[src/rtl/fetch_unit_8085.sv]
// 8085 instruction fetch stage: reads byte-wide program memory at the PC and
// assembles 1/2/3-byte instructions, delivered over a valid/ready handshake.
module fetch_unit_8085 #(
    parameter int unsigned   AW       = 16,
    parameter logic [AW-1:0] RESET_PC = '0,
    parameter logic [7:0]    HLT_OP   = 8'h76
) (
    input  logic          clk,
    input  logic          reset,
    output logic          mem_rd,
    output logic [AW-1:0] mem_addr,
    input  logic [7:0]    mem_data,
    output logic          instr_valid,
    input  logic          instr_ready,
    output logic [7:0]    instr_opcode,
    output logic [7:0]    instr_op1,
    output logic [7:0]    instr_op2,
    output logic [1:0]    instr_len,
    output logic [AW-1:0] instr_pc,
    input  logic          redirect,
    input  logic [AW-1:0] redirect_pc,
    output logic          halted
);

    typedef enum logic [2:0] {F_OP, D_OP, D_B1, D_B2, VALID, HALT} state_e;

    state_e        state_q, state_d;
    logic [AW-1:0] pc_q, pc_d;
    logic [AW-1:0] ipc_q, ipc_d;
    logic [7:0]    opcode_q, opcode_d;
    logic [7:0]    op1_q, op1_d;
    logic [7:0]    op2_q, op2_d;
    logic [1:0]    len_q, len_d;
    logic          valid_q, valid_d;
    logic          halted_q, halted_d;
    logic          rd_c;
    logic [AW-1:0] addr_c;
    logic [1:0]    len_c;

    // Instruction length from the opcode byte alone.
    function automatic logic [1:0] op_len(input logic [7:0] o);
        logic three, two;
        three = (o[7:6] == 2'b00 && o[3:0] == 4'b0001) ||
                o == 8'h22 || o == 8'h2A || o == 8'h32 || o == 8'h3A ||
                o == 8'hC3 || o == 8'hCD ||
                (o[7:6] == 2'b11 && (o[2:0] == 3'b010 || o[2:0] == 3'b100));
        two   = (o[7:6] == 2'b00 && o[2:0] == 3'b110) ||
                (o[7:6] == 2'b11 && o[2:0] == 3'b110) ||
                o == 8'hD3 || o == 8'hDB;
        if (three)    return 2'd3;
        else if (two) return 2'd2;
        else          return 2'd1;
    endfunction

    assign len_c = op_len(mem_data);

    always_ff @(posedge clk or posedge reset) begin
        if (reset) begin
            state_q  <= F_OP;
            pc_q     <= RESET_PC;
            ipc_q    <= '0;
            opcode_q <= '0;
            op1_q    <= '0;
            op2_q    <= '0;
            len_q    <= '0;
            valid_q  <= 1'b0;
            halted_q <= 1'b0;
        end else begin
            state_q  <= state_d;
            pc_q     <= pc_d;
            ipc_q    <= ipc_d;
            opcode_q <= opcode_d;
            op1_q    <= op1_d;
            op2_q    <= op2_d;
            len_q    <= len_d;
            valid_q  <= valid_d;
            halted_q <= halted_d;
        end
    end

    always_comb begin
        state_d  = state_q;
        pc_d     = pc_q;
        ipc_d    = ipc_q;
        opcode_d = opcode_q;
        op1_d    = op1_q;
        op2_d    = op2_q;
        len_d    = len_q;
        valid_d  = 1'b0;
        halted_d = 1'b0;
        rd_c     = 1'b0;
        addr_c   = pc_q;

        case (state_q)
            F_OP: begin
                rd_c    = 1'b1;
                state_d = D_OP;
            end
            D_OP: begin
                opcode_d = mem_data;
                op1_d    = '0;
                op2_d    = '0;
                len_d    = len_c;
                ipc_d    = pc_q;
                pc_d     = pc_q + AW'(1);
                if (len_c == 2'd1) begin
                    state_d = VALID;
                    valid_d = 1'b1;
                end else begin
                    rd_c    = 1'b1;
                    addr_c  = pc_q + AW'(1);
                    state_d = D_B1;
                end
            end
            D_B1: begin
                op1_d = mem_data;
                pc_d  = pc_q + AW'(1);
                if (len_q == 2'd2) begin
                    state_d = VALID;
                    valid_d = 1'b1;
                end else begin
                    rd_c    = 1'b1;
                    addr_c  = pc_q + AW'(1);
                    state_d = D_B2;
                end
            end
            D_B2: begin
                op2_d   = mem_data;
                pc_d    = pc_q + AW'(1);
                state_d = VALID;
                valid_d = 1'b1;
            end
            VALID: begin
                valid_d = 1'b1;
                if (instr_ready) begin
                    valid_d  = 1'b0;
                    halted_d = (opcode_q == HLT_OP);
                    state_d  = (opcode_q == HLT_OP) ? HALT : F_OP;
                end
            end
            HALT: begin
                halted_d = 1'b1;
            end
            default: begin
                state_d = F_OP;
            end
        endcase

        // Redirect overrides everything; in-flight read data is simply never latched.
        if (redirect) begin
            pc_d     = redirect_pc;
            state_d  = F_OP;
            valid_d  = 1'b0;
            halted_d = 1'b0;
        end
    end

    assign mem_rd       = rd_c & ~reset;
    assign mem_addr     = addr_c;
    assign instr_valid  = valid_q;
    assign instr_opcode = opcode_q;
    assign instr_op1    = op1_q;
    assign instr_op2    = op2_q;
    assign instr_len    = len_q;
    assign instr_pc     = ipc_q;
    assign halted       = halted_q;

endmodule
[config.mk]
export PLATFORM = sky130hd
export DESIGN_NAME = fetch_unit_8085
export DESIGN_NICKNAME = d
export VERILOG_FILES = /design/src/rtl/fetch_unit_8085.sv
export SDC_FILE = /design/constraint.sdc
export NUM_CORES = 1
export LEC_CHECK = 0
export BUFFER_PORTS_ARGS = -buffer_cell sky130_fd_sc_hd__buf_2
export CAP_MARGIN = 15
export CELL_PAD_IN_SITES_DETAIL_PLACEMENT = 1
export CELL_PAD_IN_SITES_GLOBAL_PLACEMENT = 2
export CORE_MARGIN = 2
export CORE_UTILIZATION = 32
export CTS_CLUSTER_DIAMETER = 60
export DETAILED_ROUTE_END_ITERATION = 10
export PLACE_DENSITY = 0.76
export RECOVER_POWER = 100
export SYNTH_ARGS = -nofsm -noshare
export SYNTH_HDL_FRONTEND = slang
export SYNTH_SLANG_ARGS = --single-unit
[constraint.sdc]
create_clock -name clk -period 2.8 [get_ports clk]
set_clock_uncertainty 0.05 [all_clocks]
set_input_delay 0.56 -clock clk [delete_from_list [all_inputs] [get_ports clk]]
set_output_delay 0.56 -clock clk [all_outputs]
set_load 0.03 [all_outputs]
==> results by group <==
Run status
  – Outcome: finished with violations
  – Violated checks: negative setup slack

Clocking
  – Hold buffers post-CTS: 0
  – CTS tree: done
  – Clock-pin slew reported for the worst setup and hold paths after clock tree synthesis: roughly 0.080 ns
  – Clock buffer count from CTS: 9
  – Clock network latency to the later pin of the worst-skew pair: about 0.35 ns
  – Root buffer cell: sky130_fd_sc_hd__clkbuf_8
  – Number of clock sinks: 63
  – Max Root-Sink Buffers: 2
  – H-tree levels: 3

Floorplanning
  – Die boundary width: 105 microns
  – Overall die area: 11,100 sq um
  – Row count: 36
  – Top-level I/O count: a little under 90
  – Core Box Area: roughly 9900 sq um
  – Starting utilization of the core area: 33.2%
  – Floorplan die height: ~110 microns

Logic synthesis
  – Cell Area, Synth: about 3300 sq um
  – Mean instance size in the synthesized netlist: roughly 10 sq um
  – Synth Warn #: 0
  – Synth unique cells: 45
  – Synthesized net count: 345
  – Sequential area share after synthesis: 48.1%
  – Synthesized instance count: between 300 and 400
  – Number of synthesized register bits: 63

Worst setup path
  – Master of the slowest instance on the critical path: sky130_fd_sc_hd__or3b_1
  – Slowest cell delay on critical path: between 0.3 and 0.4 ns
  – Kind of critical path: in2out
  – Setup crit end kind: primary output
  – Crit path cell chain: buf_6 > or3b_1 > a21oi_2 > a211oi_2 > buf_12 > a2111oi_4 > xor2_1 > buf_4
  – Gate family responsible for the most delay along the worst path: compound AO/OA/AOI/OAI gates
  – Arrival time reported for the critical path endpoint: between 2 and 2.5 ns
  – Combined buffer and inverter count along the critical path: 3
  – Launching element type of the critical path: primary input
  – CP Max Fanout: 17
  – Worst endpoint required time: ~2.2 ns

Power and ir drop
  – Internal power summed over all cells: between 2000 and 3000 uW
  – Power share of the combinational group: about 53%
  – Fraction of power spent switching nets: a little under half
  – Cell area power density: about 1000 nW/um^2
  – Total power of the final layout: 4790 uW
  – Clock network fraction of design power: between 15 and 20%
  – Max VDD drop: ~330 uV
  – Net switching power figure: between 2000 and 2500 uW
  – Fraction of power consumed by sequential logic: 31.3%
  – Static power due to leakage: ~0.0019 uW

GRT
  – Global-route wire length before repair: 16,100 microns
  – Via count of the first global-routing pass: a little over 3,000
  – Pin count of the biggest net entering global routing: 38
  – Global route total overflow: 0
  – GRT Resource Usage Total: between 10% and 20%
  – Initial antenna violation count: 0

Placement
  – Routability congestion estimate: between 0.8 and 0.9
  – Count of input and output buffers: 88
  – Placed standard-cell area: 4140 sq um
  – Placed Cells: approximately 550
  – DPL Wire Length: approximately 6800 microns

Timing
  – Slew Viols, Final: 0
  – Min Tclk post-route: around 2.9 ns
  – Transition time at the pin with the least slew margin: between 1 and 1.5 ns
  – Final worst path period share: 103%
  – Relative slew slack: 17.7%
  – Setup slack after layout: -0.0822 ns
  – RSZ-0062 raised after global routing: yes
  – Total count of hold-check failures in the final report: 0
  – Highest clock rate: between 300 and 400 MHz
  – Worst slack on hold paths: roughly 0.36 ns
  – Setup violation total in the final timing report: 12

Route
  – Post-detailed-routing wire length: between 10,000 and 15,000 microns
  – 1st-iter DRT viols: 59
  – Routed wire per std cell: 17.5 microns
  – Final antenna-violating net count: 0
  – Initial DRT Pass Iterations: 4
  – Via count normalized by instance count: roughly 5.0
  – Via count: 2,876
  – Residual DRC: 0

Worst hold path
  – Path category of the worst min-delay check: in2reg

Cells and area
  – Area delta synth->final: 41.3%
  – Footprint of the flip-flops and latches: roughly 1600 sq um
  – Net count, final: approximately 470
  – Non-filler cells in the finished layout: about 580
  – End-of-flow core utilization: 46.9%
  – Antenna diode instance count: 0
  – Post-route cell area: between 4000 and 5000 sq um
  – Fraction of final layout cells with drive strength greater than 1: a little under two fifths
  – Number of fill cells in the layout: approximately 1,100
  – Total area of multi-input combinational cells: between 1500 and 2000 sq um

Run
  – MaxCap Viol Count: 0
-- cells in the final DEF (no fill, tap or decap), types with 4 or more instances in the layout --
| cell type | instances |
|---|---|
| sky130_fd_sc_hd__inv_1 | 5 |
| sky130_fd_sc_hd__nand2b_1 | 4 |
| sky130_fd_sc_hd__dfrtp_2 | 7 |
| sky130_fd_sc_hd__a22o_1 | 16 |
| sky130_fd_sc_hd__clkbuf_1 | 48 |
| sky130_fd_sc_hd__clkbuf_8 | 11 |
| sky130_fd_sc_hd__xnor2_1 | 7 |
| sky130_fd_sc_hd__buf_2 | 23 |
| sky130_fd_sc_hd__o21ai_0 | 26 |
| sky130_fd_sc_hd__dfrtp_1 | 56 |
| sky130_fd_sc_hd__buf_6 | 13 |
| sky130_fd_sc_hd__mux2_2 | 24 |
| sky130_fd_sc_hd__xor2_1 | 15 |
| sky130_fd_sc_hd__a2111oi_4 | 5 |
| sky130_fd_sc_hd__a211oi_2 | 7 |
| sky130_fd_sc_hd__xor2_2 | 6 |
| sky130_fd_sc_hd__nand4_1 | 4 |
| sky130_fd_sc_hd__nand3_1 | 7 |
| sky130_fd_sc_hd__nand2_1 | 43 |
| sky130_fd_sc_hd__buf_4 | 45 |
| sky130_fd_sc_hd__nor3_1 | 5 |
| sky130_fd_sc_hd__nor2_1 | 13 |
-- path summary, 6_finish.rpt --
path	from	to	slack [ns]	cells after the start
hold reg to reg	instr_op2[2]$_DFFE_PP0P_	instr_op2[2]$_DFFE_PP0P_	0.43	2
hold / removal	redirect_pc[8]	pc_q[8]$_DFFE_PP0P_	0.36	3
max in group asynchronous	reset	pc_q[4]$_DFFE_PP0P_	0.64	3
min in group asynchronous	reset	instr_pc[12]$_DFFE_PP0P_	0.50	2
setup reg to reg	state_q[0]$_DFFE_PP0P_	instr_pc[10]$_DFFE_PP0P_	0.52	5
setup / recovery	mem_data[4]	mem_addr[12]	-0.08	8
-- synth_stat cells (all sizes together) --
cell	n	area, sq um
xnor2	8	70.1
xor2	22	193
mux2i	1	10.0
a211oi	11	87.6
nand2b	5	31.3
and3	2	12.5
o21ai	26	130
nor2	13	48.8
nand2	44	168
nor2b	2	12.5
and2	1	6.26
or2	1	6.26
nor3b	1	7.51
and4	2	17.5
o21bai	2	15.0
nand4b	2	17.5
nand4	4	25.0
or3b	2	17.5
o31ai	2	15.0
buf	11	62.6
dfrtp	63	1580
a2111oi	5	72.6
mux2	25	282
clkbuf	12	45.0
a21oi	5	32.5
ha	1	12.5
a221oi	2	23.8
o22ai	1	6.26
a22o	16	140
nor3	8	40.0
nand4bb	2	22.5
o31a	1	8.76
inv	5	18.8
nand3	8	40.0
-- cell families after synthesis --
logic type	share of synthesized area [%]
AND/OR/NAND/NOR	14.4
AO/OA/AOI/OAI	16.2
flip-flops	48.1
XOR/XNOR	8.02
buffers and inverters	3.86
multiplexers	8.90
adder cells (fa/ha/maj)	0.382
-- per-layer routing --
layer / GRT usage (%) / wire length (microns) / vias up
li1: - / - / 1356
met1: 23.8 / 4510 / 1441
met2: 31.0 / 5070 / 67
met3: 3.24 / 334 / 12
met4: 7.14 / 182 / 0
met5: 0 / 0 / -
-- final cells by class --
class | instances | share of cell area, %
Clock buffer | 11 | 3.27
Clock inverter | 5 | 0.703
Inverter | 5 | 0.406
Multi-Input combinational cell | 225 | 39.3
Sequential cell | 63 | 34.3
Tap cell | 133 | 3.60
Timing Repair Buffer | 134 | 18.5
-- worst min-delay path, stage by stage --
cell and delay (ns):
sky130_fd_sc_hd__buf_2 0.07, sky130_fd_sc_hd__nand2_1 0.04, sky130_fd_sc_hd__o21ai_0 0.06
-- registers in the layout (all words and copies together) (netlist names) --
name / flops
instr_len: 2
state_q: 3
instr_op2: 8
pc_q: 16
instr_valid: 1
instr_pc: 16
halted: 1
instr_opcode: 8
instr_op1: 8
-- stage by stage --
stage / setup TNS, ns / setup slack [ns]
5_1_grt: -1.64 / -0.157
4_1_cts: -0.273 / -0.0466
6_report: -0.411 / -0.0822
3_3_place_gp: -0.570 / -0.136
2_1_floorplan: -0.101 / -0.0337
3_5_place_dp: -0.812 / -0.170
-- power groups by stage --
stage                     Combinational (uW)  Sequential (uW)  Clock [uW]
after floorplan                         1140             1960           0
after global placement                  2340             1490           0
after detailed placement                2380             1500           0
after CTS                               2640             1490         778
after global routing                    2720             1550         813
final                                   2530             1500         758
-- what timing repair did --
action | 4_1_cts | 5_1_grt
setup buffers | 2 | 11
endpoints found under the setup margin | 15 | 17
resized for setup | 40 | 36
pin swaps | 5 | 8
cloned | 2 | 0
Power figures use the tool's default switching activity.
